===== src/rtl/mult_pkg.sv =====
// Shared constants and FSM encoding for the radix-2 Booth multiplier.
package mult_pkg;

    localparam int unsigned WIDTH      = 32;
    localparam int unsigned ITER_COUNT = 32;
    localparam int unsigned CNT_W      = 5;

    typedef enum logic [1:0] {
        StIdle = 2'd0,
        StRun  = 2'd1,
        StDone = 2'd2
    } state_e;

endpackage


===== src/rtl/cla_adder32.sv =====
// 32-bit carry-lookahead adder: 4-bit lookahead groups, group carries chained.
module cla_adder32 (
    input  logic [31:0] x,
    input  logic [31:0] y,
    input  logic        c_in,
    output logic [31:0] s
);

    logic [31:0] g;
    logic [31:0] p;
    logic [7:0]  gc;

    assign g     = x & y;
    assign p     = x ^ y;
    assign gc[0] = c_in;

    for (genvar k = 0; k < 8; k++) begin : g_grp
        localparam int B = 4 * k;
        logic [3:0] c;

        assign c[0] = gc[k];
        assign c[1] = g[B] | (p[B] & gc[k]);
        assign c[2] = g[B+1] | (p[B+1] & g[B]) | (p[B+1] & p[B] & gc[k]);
        assign c[3] = g[B+2] | (p[B+2] & g[B+1]) | (p[B+2] & p[B+1] & g[B])
                    | (p[B+2] & p[B+1] & p[B] & gc[k]);
        assign s[B+3:B] = p[B+3:B] ^ c;

        // The top group's carry-out is dropped: the sum wraps at 32 bits.
        if (k < 7) begin : g_cout
            assign gc[k+1] = g[B+3] | (p[B+3] & g[B+2]) | (p[B+3] & p[B+2] & g[B+1])
                           | (p[B+3] & p[B+2] & p[B+1] & g[B]) | ((&p[B+3:B]) & gc[k]);
        end
    end

endmodule


===== src/rtl/booth_mult_ctrl.sv =====
// Radix-2 Booth multiplier, one iteration per cycle through a shared CLA adder.
// Optional signed-overflow flag enabled by defining MULT_EXCEPTION_EN.
module booth_mult_ctrl
    import mult_pkg::*;
#(
    parameter int unsigned WIDTH = 32
) (
    input  logic             clock,
    input  logic             resetn,
    input  logic             start,
    input  logic [WIDTH-1:0] multiplicand,
    input  logic [WIDTH-1:0] multiplier,
    output logic             busy,
    output logic             data_ready,
    output logic [WIDTH-1:0] result,
    output logic             exception
);

    state_e           state_q, state_d;
    logic [CNT_W-1:0] cnt_q;
    logic [WIDTH-1:0] hi_q, lo_q, a_q;
    logic             qm1_q;
    logic [WIDTH-1:0] add_y, sum, acc;
    logic             add_cin;
    logic             accept;

    assign accept = start && (state_q != StRun);

    // Subtract via two's complement: invert A and carry in one.
    always_comb begin
        add_y   = a_q;
        add_cin = 1'b0;
        if (lo_q[0] && !qm1_q) begin
            add_y   = ~a_q;
            add_cin = 1'b1;
        end
    end

    cla_adder32 u_adder (
        .x    (hi_q),
        .y    (add_y),
        .c_in (add_cin),
        .s    (sum)
    );

    assign acc = (lo_q[0] ^ qm1_q) ? sum : hi_q;

    always_comb begin
        state_d = state_q;
        unique case (state_q)
            StIdle:  if (start) state_d = StRun;
            StRun:   if (cnt_q == CNT_W'(ITER_COUNT - 1)) state_d = StDone;
            StDone:  state_d = start ? StRun : StIdle;
            default: state_d = StIdle;
        endcase
    end

    always_ff @(posedge clock or negedge resetn) begin
        if (!resetn) begin
            state_q <= StIdle;
            cnt_q   <= '0;
            hi_q    <= '0;
            lo_q    <= '0;
            qm1_q   <= 1'b0;
            a_q     <= '0;
        end else begin
            state_q <= state_d;
            if (accept) begin
                hi_q  <= '0;
                lo_q  <= multiplier;
                qm1_q <= 1'b0;
                a_q   <= multiplicand;
                cnt_q <= '0;
            end else if (state_q == StRun) begin
                hi_q  <= {acc[WIDTH-1], acc[WIDTH-1:1]};
                lo_q  <= {acc[0], lo_q[WIDTH-1:1]};
                qm1_q <= lo_q[0];
                cnt_q <= cnt_q + CNT_W'(1);
            end
        end
    end

    assign busy       = (state_q == StRun);
    assign data_ready = (state_q == StDone);
    assign result     = lo_q;

`ifdef MULT_EXCEPTION_EN
    localparam logic [WIDTH-1:0] MinVal = {1'b1, {(WIDTH-1){1'b0}}};
    logic amin_ovf_q;

    // The 32-bit accumulator wraps when A is the most negative value, so hi is
    // unreliable there; that case overflows unless B is 0 or 1.
    always_ff @(posedge clock or negedge resetn) begin
        if (!resetn) begin
            amin_ovf_q <= 1'b0;
        end else if (accept) begin
            amin_ovf_q <= (multiplier[WIDTH-1:1] != '0);
        end
    end

    assign exception = (state_q != StRun) &&
                       ((a_q == MinVal) ? amin_ovf_q : (hi_q != {WIDTH{lo_q[WIDTH-1]}}));
`else
    assign exception = 1'b0;
`endif

endmodule


===== config.mk =====
export PLATFORM = sky130hd
export DESIGN_NAME = booth_mult_ctrl
export DESIGN_NICKNAME = d
export VERILOG_FILES = /design/src/rtl/mult_pkg.sv /design/src/rtl/cla_adder32.sv /design/src/rtl/booth_mult_ctrl.sv
export SDC_FILE = /design/constraint.sdc
export NUM_CORES = 1
export LEC_CHECK = 0
export CELL_PAD_IN_SITES_DETAIL_PLACEMENT = 0
export CELL_PAD_IN_SITES_GLOBAL_PLACEMENT = 1
export CORE_UTILIZATION = 40
export CTS_BUF_LIST = sky130_fd_sc_hd__clkbuf_4 sky130_fd_sc_hd__clkbuf_8
export CTS_CLUSTER_SIZE = 40
export DETAILED_ROUTE_END_ITERATION = 8
export GPL_TIMING_DRIVEN = 0
export PLACE_DENSITY_LB_ADDON = 0.12
export SLEW_MARGIN = 20
export SYNTH_ARGS = -nofsm -noshare
export SYNTH_HDL_FRONTEND = slang
export SYNTH_SLANG_ARGS = --single-unit
export TNS_END_PERCENT = 100

===== constraint.sdc =====
create_clock -name clock -period 5.65 [get_ports clock]
set_input_delay 0.8475 -clock clock [delete_from_list [all_inputs] [get_ports clock]]
set_output_delay 0.8475 -clock clock [all_outputs]
set_load 0.02 [all_outputs]

; ---- Word level (Yosys, flattened, before mapping)
; Index checks and enable logic that the tools add are counted.
[classes]
n_addsub = 1
mul = 0
div_mod_pow = 0
n_lt_le_gt_ge = 0
eq_ne = 6
n_shift = 0
mux = 15
n_bitwise = 202
n_reduce_logical = 13
[ops]
columns = operator, count
row1 = 32-bit two-way mux, 6
row2 = 1-bit bitwise AND, 114
row3 = 1-bit OR, 76
row4 = 32-bit inverter, 1
row5 = 32-bit bitwise XOR, 1
row6 = 4-bit bitwise XOR, 8
row7 = 31-bit bitwise AND, 1
row8 = 4-bit AND reduction, 7
row9 = 5-bit two-way mux, 2
row10 = 2-bit one-hot mux with 3 select lines, 1
row11 = "5-bit by 1-bit adder with 5-bit output, second input constant", 1
row12 = "5-bit equality test, second input constant", 1
row13 = 1-bit two-way mux, 4
row14 = 2-bit two-way mux, 2
row15 = "2-bit by 1-bit inequality test with 1-bit output, second input constant", 2
row16 = "2-bit by 1-bit equality test with 1-bit output, second input constant", 1
row17 = "2-bit equality test, second input constant", 1
row18 = 1-bit logical AND, 2
row19 = 2-bit zero test, 1
row20 = "2-bit inequality test, second input constant", 1
row21 = 2-bit AND reduction, 1
row22 = 2-bit nonzero test, 1
row23 = 1-bit zero test, 1
row24 = 1-bit bitwise XOR, 1
[word_totals]
regBits = 104
latchBits = 0
mem_bits_rw = 0
mem_bits_ro = 0
input_bits = 67
output_inout_bits = 35
elab_cells = 243
mem_count = 0

; ---- Longest topological paths before layout
; Gate-level depths: netlist of run 1.
[depth]
depth_word = 27
mapped_depth = 18
mapped_depth_nobuf = 16

; ---- Cells and area by module
; A second synthesis of run 1 with hierarchy kept.
[unflattened]
cells_unflattened = 587
area_unflattened_um2 = 6389.9
[by_module_without_submodules]
columns = mod, n_inst, cells_each, area_per_inst_um2, seq_area_each_um2
row1 = booth_mult_ctrl, 1, 422, 5044.8, 2577.5
row2 = cla_adder32, 1, 165, 1345.0, 0.0

; ---- Least setup slack after synthesis of run 1
; No wires, ideal clock.
[synth_timing]
kind = register to register
startpoint = register lo_q[0], in the netlist result[0]
endpoint = register hi_q[23]
setup_ns = 0.120
arrival_time_ns = 3.935
required_time_ns = 5.530
slack_ns = 1.594
stages_incl_launch_ff = 16
n_path_buf = 2
synth_period_minus_slack_ns = 4.056
path_cell_list = dfrtp_1 ha_1 buf_2 buf_1 xor2_1 ha_1 nand3_1 o221a_2 a211oi_1 and3_1 nor2_1 o31ai_1 fa_1 mux2i_1 nor2_1 a31o_2
[synth_via]
elab_chain_cells = 22
word_cells_on_any_way = 76
cone_classes = mux: 5 / bitwise: 64 / reduce/logical: 7
[synth_lines]
columns = element, line_no
row1 = from (decl), booth_mult_ctrl.sv:21  ; logic [WIDTH-1:0] hi_q, lo_q, a_q;
row2 = from (signal assigned), booth_mult_ctrl.sv:70  ; lo_q <= multiplier;
row3 = from (signal assigned), booth_mult_ctrl.sv:76  ; lo_q <= {acc[0], lo_q[WIDTH-1:1]};
row4 = 1-bit logical AND, booth_mult_ctrl.sv:33  ; if (lo_q[0] && !qm1_q) begin
row5 = 32-bit two-way mux, booth_mult_ctrl.sv:33
row6 = 32-bit bitwise XOR or 31-bit bitwise AND (tied branches), "cla_adder32.sv:14, cla_adder32.sv:13"
row7 = "1-bit bitwise AND, on equally long branches", "cla_adder32.sv:30, cla_adder32.sv:31"
row8 = 1-bit OR (tied with other cells), cla_adder32.sv:30  ; assign gc[k+1] = g[B+3] | (p[B+3] & g[B+2]) | (p[B+3] & p[B+2] & g[B+1])
row9 = 1-bit OR or 1-bit bitwise AND (tied branches), "cla_adder32.sv:30, cla_adder32.sv:31"
row10 = 1-bit OR (2 in a row), cla_adder32.sv:31  ; | (p[B+3] & p[B+2] & p[B+1] & g[B]) | ((&p[B+3:B]) & gc[k]);
row11 = 1-bit bitwise AND, cla_adder32.sv:31
row12 = [5 not listed], --
row13 = 1-bit bitwise AND, cla_adder32.sv:31
row14 = 1-bit OR, cla_adder32.sv:31
row15 = 1-bit bitwise AND, cla_adder32.sv:31
row16 = 1-bit OR, cla_adder32.sv:31
row17 = 4-bit bitwise XOR, cla_adder32.sv:26  ; assign s[B+3:B] = p[B+3:B] ^ c;
row18 = 32-bit two-way mux *, booth_mult_ctrl.sv:46  ; assign acc = (lo_q[0] ^ qm1_q) ? sum : hi_q;
row19 = 32-bit two-way mux *, booth_mult_ctrl.sv:74  ; end else if (state_q == StRun) begin
row20 = 32-bit two-way mux *, booth_mult_ctrl.sv:68  ; if (accept) begin
row21 = to (signal assigned), booth_mult_ctrl.sv:75  ; hi_q <= {acc[WIDTH-1], acc[WIDTH-1:1]};
row22 = to (decl), booth_mult_ctrl.sv:21
; Mark *: on every way between the ends. The rest lies on a longest branch, timed or not. The select of a mux whose other input is x is not followed.
; A chain may end at the register's enable or synchronous reset.

; ---- Final worst setup path of run 1
; Ends and elaborated chain as after synthesis.

==> out/metrics.sh, run 1 <==
RESULT_OF_THE_RUN='completed'
TIMING.CRITICAL_PATH.MAX_DELAY_FAMILY='compound AO/OA/AOI/OAI gates'
MIN_PERIOD_NS=5.02
CRITICAL_PATH.ENDPOINT_TYPE='flip-flop'
DETAILROUTE.VIA_COUNT=4818
MAXCAPVIOLCOUNT=0
FIRST_GLOBAL_VIAS=5007
NUMBER_OF_SETUP_VIOLATIONS_IN_THE_FINAL_REPORT=0
SYNTH-SEQ-CELLS=103
DESIGN.FINAL.NETS=820
SYNTH_FA_HA_AREA_SHARE_PCT=9.28
NETLIST_AREA_UM2=6100
DIE_H_UM=125
SYNTH-SEQ-AREA-SHARE_PCT=42.3
SYNTH-EDFF-COUNT=0
DIE_WIDTH_UM=125
MIN_PATH_TYPE='primary input to asynchronous set/reset pin'
START_KIND='flip-flop'
GRT_ANTENNA_BEFORE_REPAIR=0
TIMING_MAX_TRANSITION_VIOLATIONS_FINAL=0
COMBINATIONAL_FAMILY_WITH_THE_MOST_AREA_AFTER_SYNTHESIS='compound AO/OA/AOI/OAI gates'
CLOCKROOTBUFFER='sky130_fd_sc_hd__clkbuf_8'
POSTSYNTH.ASYNCRESETSHARE_PCT=100
GLOBAL_ROUTE.OVERFLOW_TOTAL=0
ROW_COUNT=44
GP_CONGESTION=0.805
PATH_CLK_SLEW_NS=0.12
PORT-BUFFER-COUNT=99
GRT_MAX_DEGREE=78
HPWL_UM=11100
MAXSLEWHEADROOM_PCT=40.4
SYNTHESIS.NETS=709
GLOBALROUTETOTALUTIL_PCT=20.8
RSZ_0062_RAISED_AFTER_GLOBAL_ROUTING='false'
ANTENNA_LEFT=0
SYNTH-COMPOUND-AREA-SHARE_PCT=14.5
SYNTH.LIB_CELLS_USED.DISTINCT=52
GRT_PASS1_WL_UM=25800
SYNTH_TOP_FLOP_CELL='sky130_fd_sc_hd__dfrtp_1'
ROUTE.DETAILED.VIAS_PER_INST=5.35
CTS_RESIZED=0
WORST-PATH-MAX-FANOUT=10
START_UTIL_PCT=41.5
WORST-ENDPOINT-REQUIRED_NS=5.92
SYNTHESIS.AREA_PER_INSTANCE_UM2=10.1
FINAL_LAYOUT_SIZE_SUFFIX_GT1_SHARE_PCT=8.93
CLOCK_TREE_FROM_TRITONCTS='done'
FIN_SKEW_NS=0.0198
SYNTH_AREA_LEADERS='sky130_fd_sc_hd__dfrtp_1 42%, sky130_fd_sc_hd__mux2i_1 7.1%, sky130_fd_sc_hd__ha_1 7.0%'
SYNTH.AREA.MUX_SHARE_PCT=13.0
CTSLONGESTPATHBUFFERS=2
SYNTH_WARNINGS=0
DETAILEDROUTE.FIRSTPASSITERATIONCOUNT=7
SYN_TO_FINAL_GROWTH_PCT=23.9
CORE_AREA_UM2=14700
PERIOD_SHARE_PCT=88.9
ANT_DIODES=0
POST-SYNTH-TOP-AREA-FRACTION_PCT=42.3
NUMBER_OF_TOP_LEVEL_DESIGN_PORTS=102
COUNT_OF_MAPPED_CELLS_OUT_OF_SYNTHESIS=601
FLOORPLAN.DIE_AREA_UM2=15700
TRITONCTS.NUM_BUFFERS=9
MOST_COMMON_CELL_AFTER_LAYOUT_FILL_AND_TAPS_ASIDE='sky130_fd_sc_hd__dfrtp_1'
HOLD_FAILS_FINAL_RPT=0
CRIT_PATH_CELL_CHAIN='ha_1 -> buf_2 -> buf_1 -> xor2_1 -> ha_1 -> nand3_1 -> o221a_2 -> a211oi_1 -> and3_1 -> nor2_1 -> o31ai_1 -> fa_1 -> mux2i_1 -> nor2_1 -> a31o_2'
POST_SYNTH_AND_OR_NAND_NOR_AREA_FRACTION_PCT=10.6
TIMING_WORST_SETUP_PATH_TYPE='flip-flop to flip-flop'
ACHIEVABLE-FREQUENCY_MHz=199
SYNTH_TOP_CELL_BY_AREA='sky130_fd_sc_hd__dfrtp_1'
HTREEDEPTH=3
HOLD-WORST-SLACK_NS=0.307
CP_SLOWEST_STAGE_DELAY_NS=0.72
POST-CTS-SETUP-BUFFERS=0
POST_SYNTH_XOR_AREA_FRACTION_PCT=7.18
CTSHOLDBUFFERS=0
DR.FIRST_ITER.DRC_COUNT=238
POST_DRT_WL_PER_CELL_UM=17.2
TIMING.CRITICAL_PATH.SLOWEST_STAGE_CELL='sky130_fd_sc_hd__a211oi_1'
WORST_SLEW_PIN_SLEW_NS=0.894
CRITICAL_PATH_BUF_INV_COUNT=2
WORST_SKEW_PAIR.LATE_LATENCY_NS=0.39
TOTALWIRELENGTH_UM=15500
LAYOUT.CELLS.MOST_COMMON_LIST='103 x sky130_fd_sc_hd__dfrtp_1, 98 x sky130_fd_sc_hd__clkdlybuf4s50_1, 63 x sky130_fd_sc_hd__o21ai_0, 55 x sky130_fd_sc_hd__nand2_1, 43 x sky130_fd_sc_hd__mux2i_1'
POST-ROUTE-DRC-COUNT=0
DATA_ARRIVAL_CRITICAL_PATH_NS=5.30
CLOCK_SINKS=103
[layout make-up]
cell class	count	area, um2
flip-flops and latches	103	2580
clock buffers	10	131
fillers	1390	7150
clock inverters	6	76.3
well taps	184	230
repair buffers	100	1020
inverters	15	56.3
plain buffers	35	136
multi-input cells	448	3330
[logic make-up (layout without fill, tap and decap cells)]
| logic type | after synthesis | after routing |
|---|---|---|
| AO/OA/AOI/OAI | 144 | 144 |
| XOR/XNOR | 50 | 50 |
| adder cells (fa/ha/maj) | 41 | 41 |
| buffers and inverters | 50 | 166 |
| flip-flops | 103 | 103 |
| multiplexers | 75 | 75 |
| other | 1 | 1 |
| AND/OR/NAND/NOR | 137 | 137 |
[metal layers]
layer	track usage (%)	wire length, um	vias to the layer above	part of all wire (%)
met5	0	0	-	0
met1	27.4	7010	2316	45
met4	4.59	138	0	0.89
li1	-	-	2340	-
met3	7.15	1280	9	8.3
met2	32.8	7070	153	46
[synth_stat cells (9+ instances only)]
| cell type | number |
|---|---|
| sky130_fd_sc_hd__dfrtp_1 | 103 |
| sky130_fd_sc_hd__xor2_1 | 38 |
| sky130_fd_sc_hd__o21a_1 | 9 |
| sky130_fd_sc_hd__mux2i_1 | 43 |
| sky130_fd_sc_hd__o21ai_0 | 63 |
| sky130_fd_sc_hd__nand3_1 | 27 |
| sky130_fd_sc_hd__buf_1 | 12 |
| sky130_fd_sc_hd__mux2_2 | 32 |
| sky130_fd_sc_hd__nand2_1 | 55 |
| sky130_fd_sc_hd__ha_1 | 34 |
| sky130_fd_sc_hd__xnor2_1 | 12 |
| sky130_fd_sc_hd__a21oi_1 | 24 |
| sky130_fd_sc_hd__nor2_1 | 23 |
| sky130_fd_sc_hd__clkbuf_1 | 21 |
| sky130_fd_sc_hd__inv_1 | 13 |
[worst paths after layout]
path	startpoint	to	slack [ns]	cells past startpoint
min in group clock	state_q[0]$_DFFE_PN0P_	state_q[0]$_DFFE_PN0P_	0.51	1
max in group asynchronous	resetn	hi_q[15]$_DFFE_PN0P_	4.66	2
worst max-delay path	result[0]$_DFFE_PN0P_	hi_q[23]$_DFFE_PN0P_	0.63	15
worst max register to register	result[0]$_DFFE_PN0P_	hi_q[23]$_DFFE_PN0P_	0.63	15
worst min register to register	state_q[0]$_DFFE_PN0P_	state_q[0]$_DFFE_PN0P_	0.51	1
worst min-delay path	resetn	state_q[1]$_DFFE_PN0P_	0.31	1
[worst reg2reg max path: cells and delay by family (launching register included)]
family	cells	cell delay (ns)
compound gates	4	1.61
mux	1	0.14
fa+ha+maj	3	1.01
xor+xnor	1	0.17
buf+inv	2	0.91
simple gates	4	0.64
flops	1	0.43
[stage by stage]
stage / util, % / setup slack (ns) / instances / setup TNS, ns / cell area (um2)
2_1_floorplan: - / 1.59 / 601 / 0 / 6100
3_5_place_dp: 50.0 / 0.644 / 885 / 0 / 7350
6_report: 51.4 / 0.628 / 901 / 0 / 7550
3_3_place_gp: 49.8 / -0.358 / 884 / -35.50 / 7320
4_1_cts: 51.4 / 0.580 / 901 / 0 / 7550
5_1_grt: 51.4 / 0.374 / 901 / 0 / 7550
[flip-flops by register name, indices dropped and copies added, names as in the netlist]
register,flops
state_q,2
qm1_q,1
a_q,32
result,32
hi_q,31
cnt_q,5
Power of run 1 is not shown: default switching activity piles up to over one toggle a cycle in this logic, so the estimate is an artifact.
==> inputs of run 2 (changes only) <==
--- a/config.mk
+++ b/config.mk
@@ -12,7 +12,8 @@
 export CTS_CLUSTER_SIZE = 40
 export DETAILED_ROUTE_END_ITERATION = 8
 export GPL_TIMING_DRIVEN = 0
-export PLACE_DENSITY_LB_ADDON = 0.12
+export MAX_ROUTING_LAYER = met4
+export PLACE_DENSITY = 0.89
 export SLEW_MARGIN = 20
 export SYNTH_ARGS = -nofsm -noshare
 export SYNTH_HDL_FRONTEND = slang
==> run 2 against run 1 <==
Largest cell class unchanged. Global-route usage is 0.77 points higher. Clock skew is 0.0053 ns lower. The flow now finishes with violations (DRC). Die area stayed put. Clock-buffer cell count did not move. Critical endpoint unchanged. Via count is 3.1% higher.
==> out/metrics.sh, run 2 (synthesis gave the netlist of run 1 again) <==
CRIT_PATH_CELL_CHAIN='ha_1 -> buf_2 -> buf_1 -> xor2_1 -> ha_1 -> nand3_1 -> o221a_2 -> a211oi_1 -> and3_1 -> nor2_1 -> o31ai_1 -> fa_1 -> mux2i_1 -> nor2_1 -> a31o_2'
ROUTE.DETAILED.VIAS_PER_INST=5.51  # +3.1%
CLOCK_TREE_FROM_TRITONCTS='done'
MIN_PATH_TYPE='primary input to asynchronous set/reset pin'
ROW_COUNT=44  # unchanged
FIN_SKEW_NS=0.0144  # -0.00535 ns
DR.FIRST_ITER.DRC_COUNT=307  # +29%
PERIOD_SHARE_PCT=85.3  # -3.5 points
GLOBAL_ROUTE.OVERFLOW_TOTAL=0  # unchanged
CTSHOLDBUFFERS=0  # unchanged
VIOLATIONS='DRC'
ANT_DIODES=0  # unchanged
GP_CONGESTION=0.846  # +5.1%
POST_DRT_WL_PER_CELL_UM=17.3  # +0.45%
CP_SLOWEST_STAGE_DELAY_NS=0.70  # -0.02 ns
SYN_TO_FINAL_GROWTH_PCT=24.5
START_KIND='flip-flop'
CORE_AREA_UM2=14700  # unchanged
TIMING_MAX_TRANSITION_VIOLATIONS_FINAL=0  # unchanged
DIE_WIDTH_UM=125  # unchanged
HTREEDEPTH=3  # unchanged
ACHIEVABLE-FREQUENCY_MHz=207  # +4.2%
CLOCKROOTBUFFER='sky130_fd_sc_hd__clkbuf_8'
GRT_ANTENNA_BEFORE_REPAIR=0  # unchanged
POST-CTS-SETUP-BUFFERS=0  # unchanged
TIMING_WORST_SETUP_PATH_TYPE='flip-flop to flip-flop'
MOST_COMMON_CELL_AFTER_LAYOUT_FILL_AND_TAPS_ASIDE='sky130_fd_sc_hd__dfrtp_1'
FIRST_GLOBAL_VIAS=5240  # +4.7%
WORST-ENDPOINT-REQUIRED_NS=5.94  # +0.02 ns
HOLD_FAILS_FINAL_RPT=0  # unchanged
TIMING.CRITICAL_PATH.SLOWEST_STAGE_CELL='sky130_fd_sc_hd__buf_1'
START_UTIL_PCT=41.5  # unchanged
POST-ROUTE-DRC-COUNT=1  # +1
NUMBER_OF_TOP_LEVEL_DESIGN_PORTS=102  # unchanged
HPWL_UM=11300  # +1.5%
CRITICAL_PATH.ENDPOINT_TYPE='flip-flop'
ANTENNA_LEFT=0  # unchanged
TIMING.CRITICAL_PATH.MAX_DELAY_FAMILY='compound AO/OA/AOI/OAI gates'
DETAILEDROUTE.FIRSTPASSITERATIONCOUNT=9  # +2
PATH_CLK_SLEW_NS=0.11  # about the same
FINAL.FILL_COUNT=1338  # -3.7%
MIN_PERIOD_NS=4.82  # -0.200 ns
RSZ_0062_RAISED_AFTER_GLOBAL_ROUTING='false'
GRT_MAX_DEGREE=65  # -17%
HOLD-WORST-SLACK_NS=0.362  # +0.0544 ns
FINAL_LAYOUT_SIZE_SUFFIX_GT1_SHARE_PCT=8.93  # unchanged
LAYOUT.CELLS.MOST_COMMON_LIST='103 x sky130_fd_sc_hd__dfrtp_1, 98 x sky130_fd_sc_hd__clkdlybuf4s50_1, 63 x sky130_fd_sc_hd__o21ai_0, 55 x sky130_fd_sc_hd__nand2_1, 43 x sky130_fd_sc_hd__mux2i_1'
GRT_PASS1_WL_UM=26000  # +1.1%
TOTALWIRELENGTH_UM=15600  # +0.45%
GLOBALROUTETOTALUTIL_PCT=21.5  # +0.77 points
CRITICAL_PATH_BUF_INV_COUNT=2  # unchanged
NUMBER_OF_SETUP_VIOLATIONS_IN_THE_FINAL_REPORT=0  # unchanged
DESIGN.FINAL.NETS=820  # unchanged
MAXCAPVIOLCOUNT=0  # unchanged
RESULT_OF_THE_RUN='finished with violations'
PORT-BUFFER-COUNT=99  # unchanged
WORST-PATH-MAX-FANOUT=10  # unchanged
CTS_RESIZED=0  # unchanged
DIE_H_UM=125  # unchanged
DATA_ARRIVAL_CRITICAL_PATH_NS=5.11  # -0.19 ns
FLOORPLAN.DIE_AREA_UM2=15700  # unchanged
TRITONCTS.NUM_BUFFERS=9  # unchanged
WORST_SKEW_PAIR.LATE_LATENCY_NS=0.39  # about the same
MAXSLEWHEADROOM_PCT=40.8  # +0.37 points
CLOCK_SINKS=103  # unchanged
DETAILROUTE.VIA_COUNT=4969  # +3.1%
CTSLONGESTPATHBUFFERS=2  # unchanged
WORST_SLEW_PIN_SLEW_NS=0.889  # -0.00548 ns
-- run 2: changes by cell type in the layout (fill, tap and decap cells not counted) --
cell / previous run / this run
sky130_fd_sc_hd__bufinv_16: 1 / 3
sky130_fd_sc_hd__clkinv_2: 0 / 1
sky130_fd_sc_hd__clkinvlp_4: 2 / 0
sky130_fd_sc_hd__inv_8: 2 / 1
-- run 2: routing by layer --
| layer | wire [um] | GRT usage, % | share of wire [%] | vias to the layer above |
|---|---|---|---|---|
| met3 | 1080 | 6.46 | 6.9 | 14 |
| met2 | 7260 | 34.1 | 47 | 158 |
| met4 | 165 | 4.73 | 1.1 | 0 |
| met5 | 0 | - | 0 | - |
| li1 | - | - | - | 2337 |
| met1 | 7070 | 27.2 | 45 | 2460 |
-- run 2: path summary, 6_finish.rpt --
path | startpoint | endpoint | slack (ns) | depth (start not counted)
max | result[0]$_DFFE_PN0P_ | hi_q[23]$_DFFE_PN0P_ | 0.83 | 15
min | resetn | a_q[6]$_DFFE_PN0P_ | 0.36 | 1
max reg2reg | result[0]$_DFFE_PN0P_ | hi_q[23]$_DFFE_PN0P_ | 0.83 | 15
min reg2reg | result[25]$_DFFE_PN0P_ | result[24]$_DFFE_PN0P_ | 0.50 | 2
max in group asynchronous | resetn | result[19]$_DFFE_PN0P_ | 4.64 | 2
min in group clock | result[25]$_DFFE_PN0P_ | result[24]$_DFFE_PN0P_ | 0.50 | 2
-- run 2: area by class of cell --
class	instances	area (um2)	share of cell area, %
multi-input cells	448	3330	43.8
flip-flops and latches	103	2580	33.9
repair buffers	100	1020	13.4
well taps	184	230	3.03
plain buffers	35	136	1.80
clock buffers	10	131	1.73
clock inverters	6	115	1.52
inverters	15	56.3	0.742
-- run 2: through the flow --
step	setup slack [ns]	area, um2	cells	setup TNS, ns	util [%]
finish	0.828	7590	901	0	51.7
global route	0.458	7590	901	0	51.7
CTS	0.797	7590	901	0	51.7
detailed placement	0.837	7350	885	0	50.0
global placement	-0.217	7320	884	-21.58	49.8
floorplan	1.59	6100	601	0	-
Power of run 2 is left out for the same reason.
==> inputs of run 3 (changes only) <==
--- a/config.mk
+++ b/config.mk
@@ -9,7 +9,7 @@
 export CELL_PAD_IN_SITES_GLOBAL_PLACEMENT = 1
 export CORE_UTILIZATION = 40
 export CTS_BUF_LIST = sky130_fd_sc_hd__clkbuf_4 sky130_fd_sc_hd__clkbuf_8
-export CTS_CLUSTER_SIZE = 40
+export CTS_CLUSTER_SIZE = 14
 export DETAILED_ROUTE_END_ITERATION = 8
 export GPL_TIMING_DRIVEN = 0
 export MAX_ROUTING_LAYER = met4
==> results of run 3 <==
The final DEF is identical to that of run 2; final timing and power are the same.
Power of run 3 is left out for the same reason.
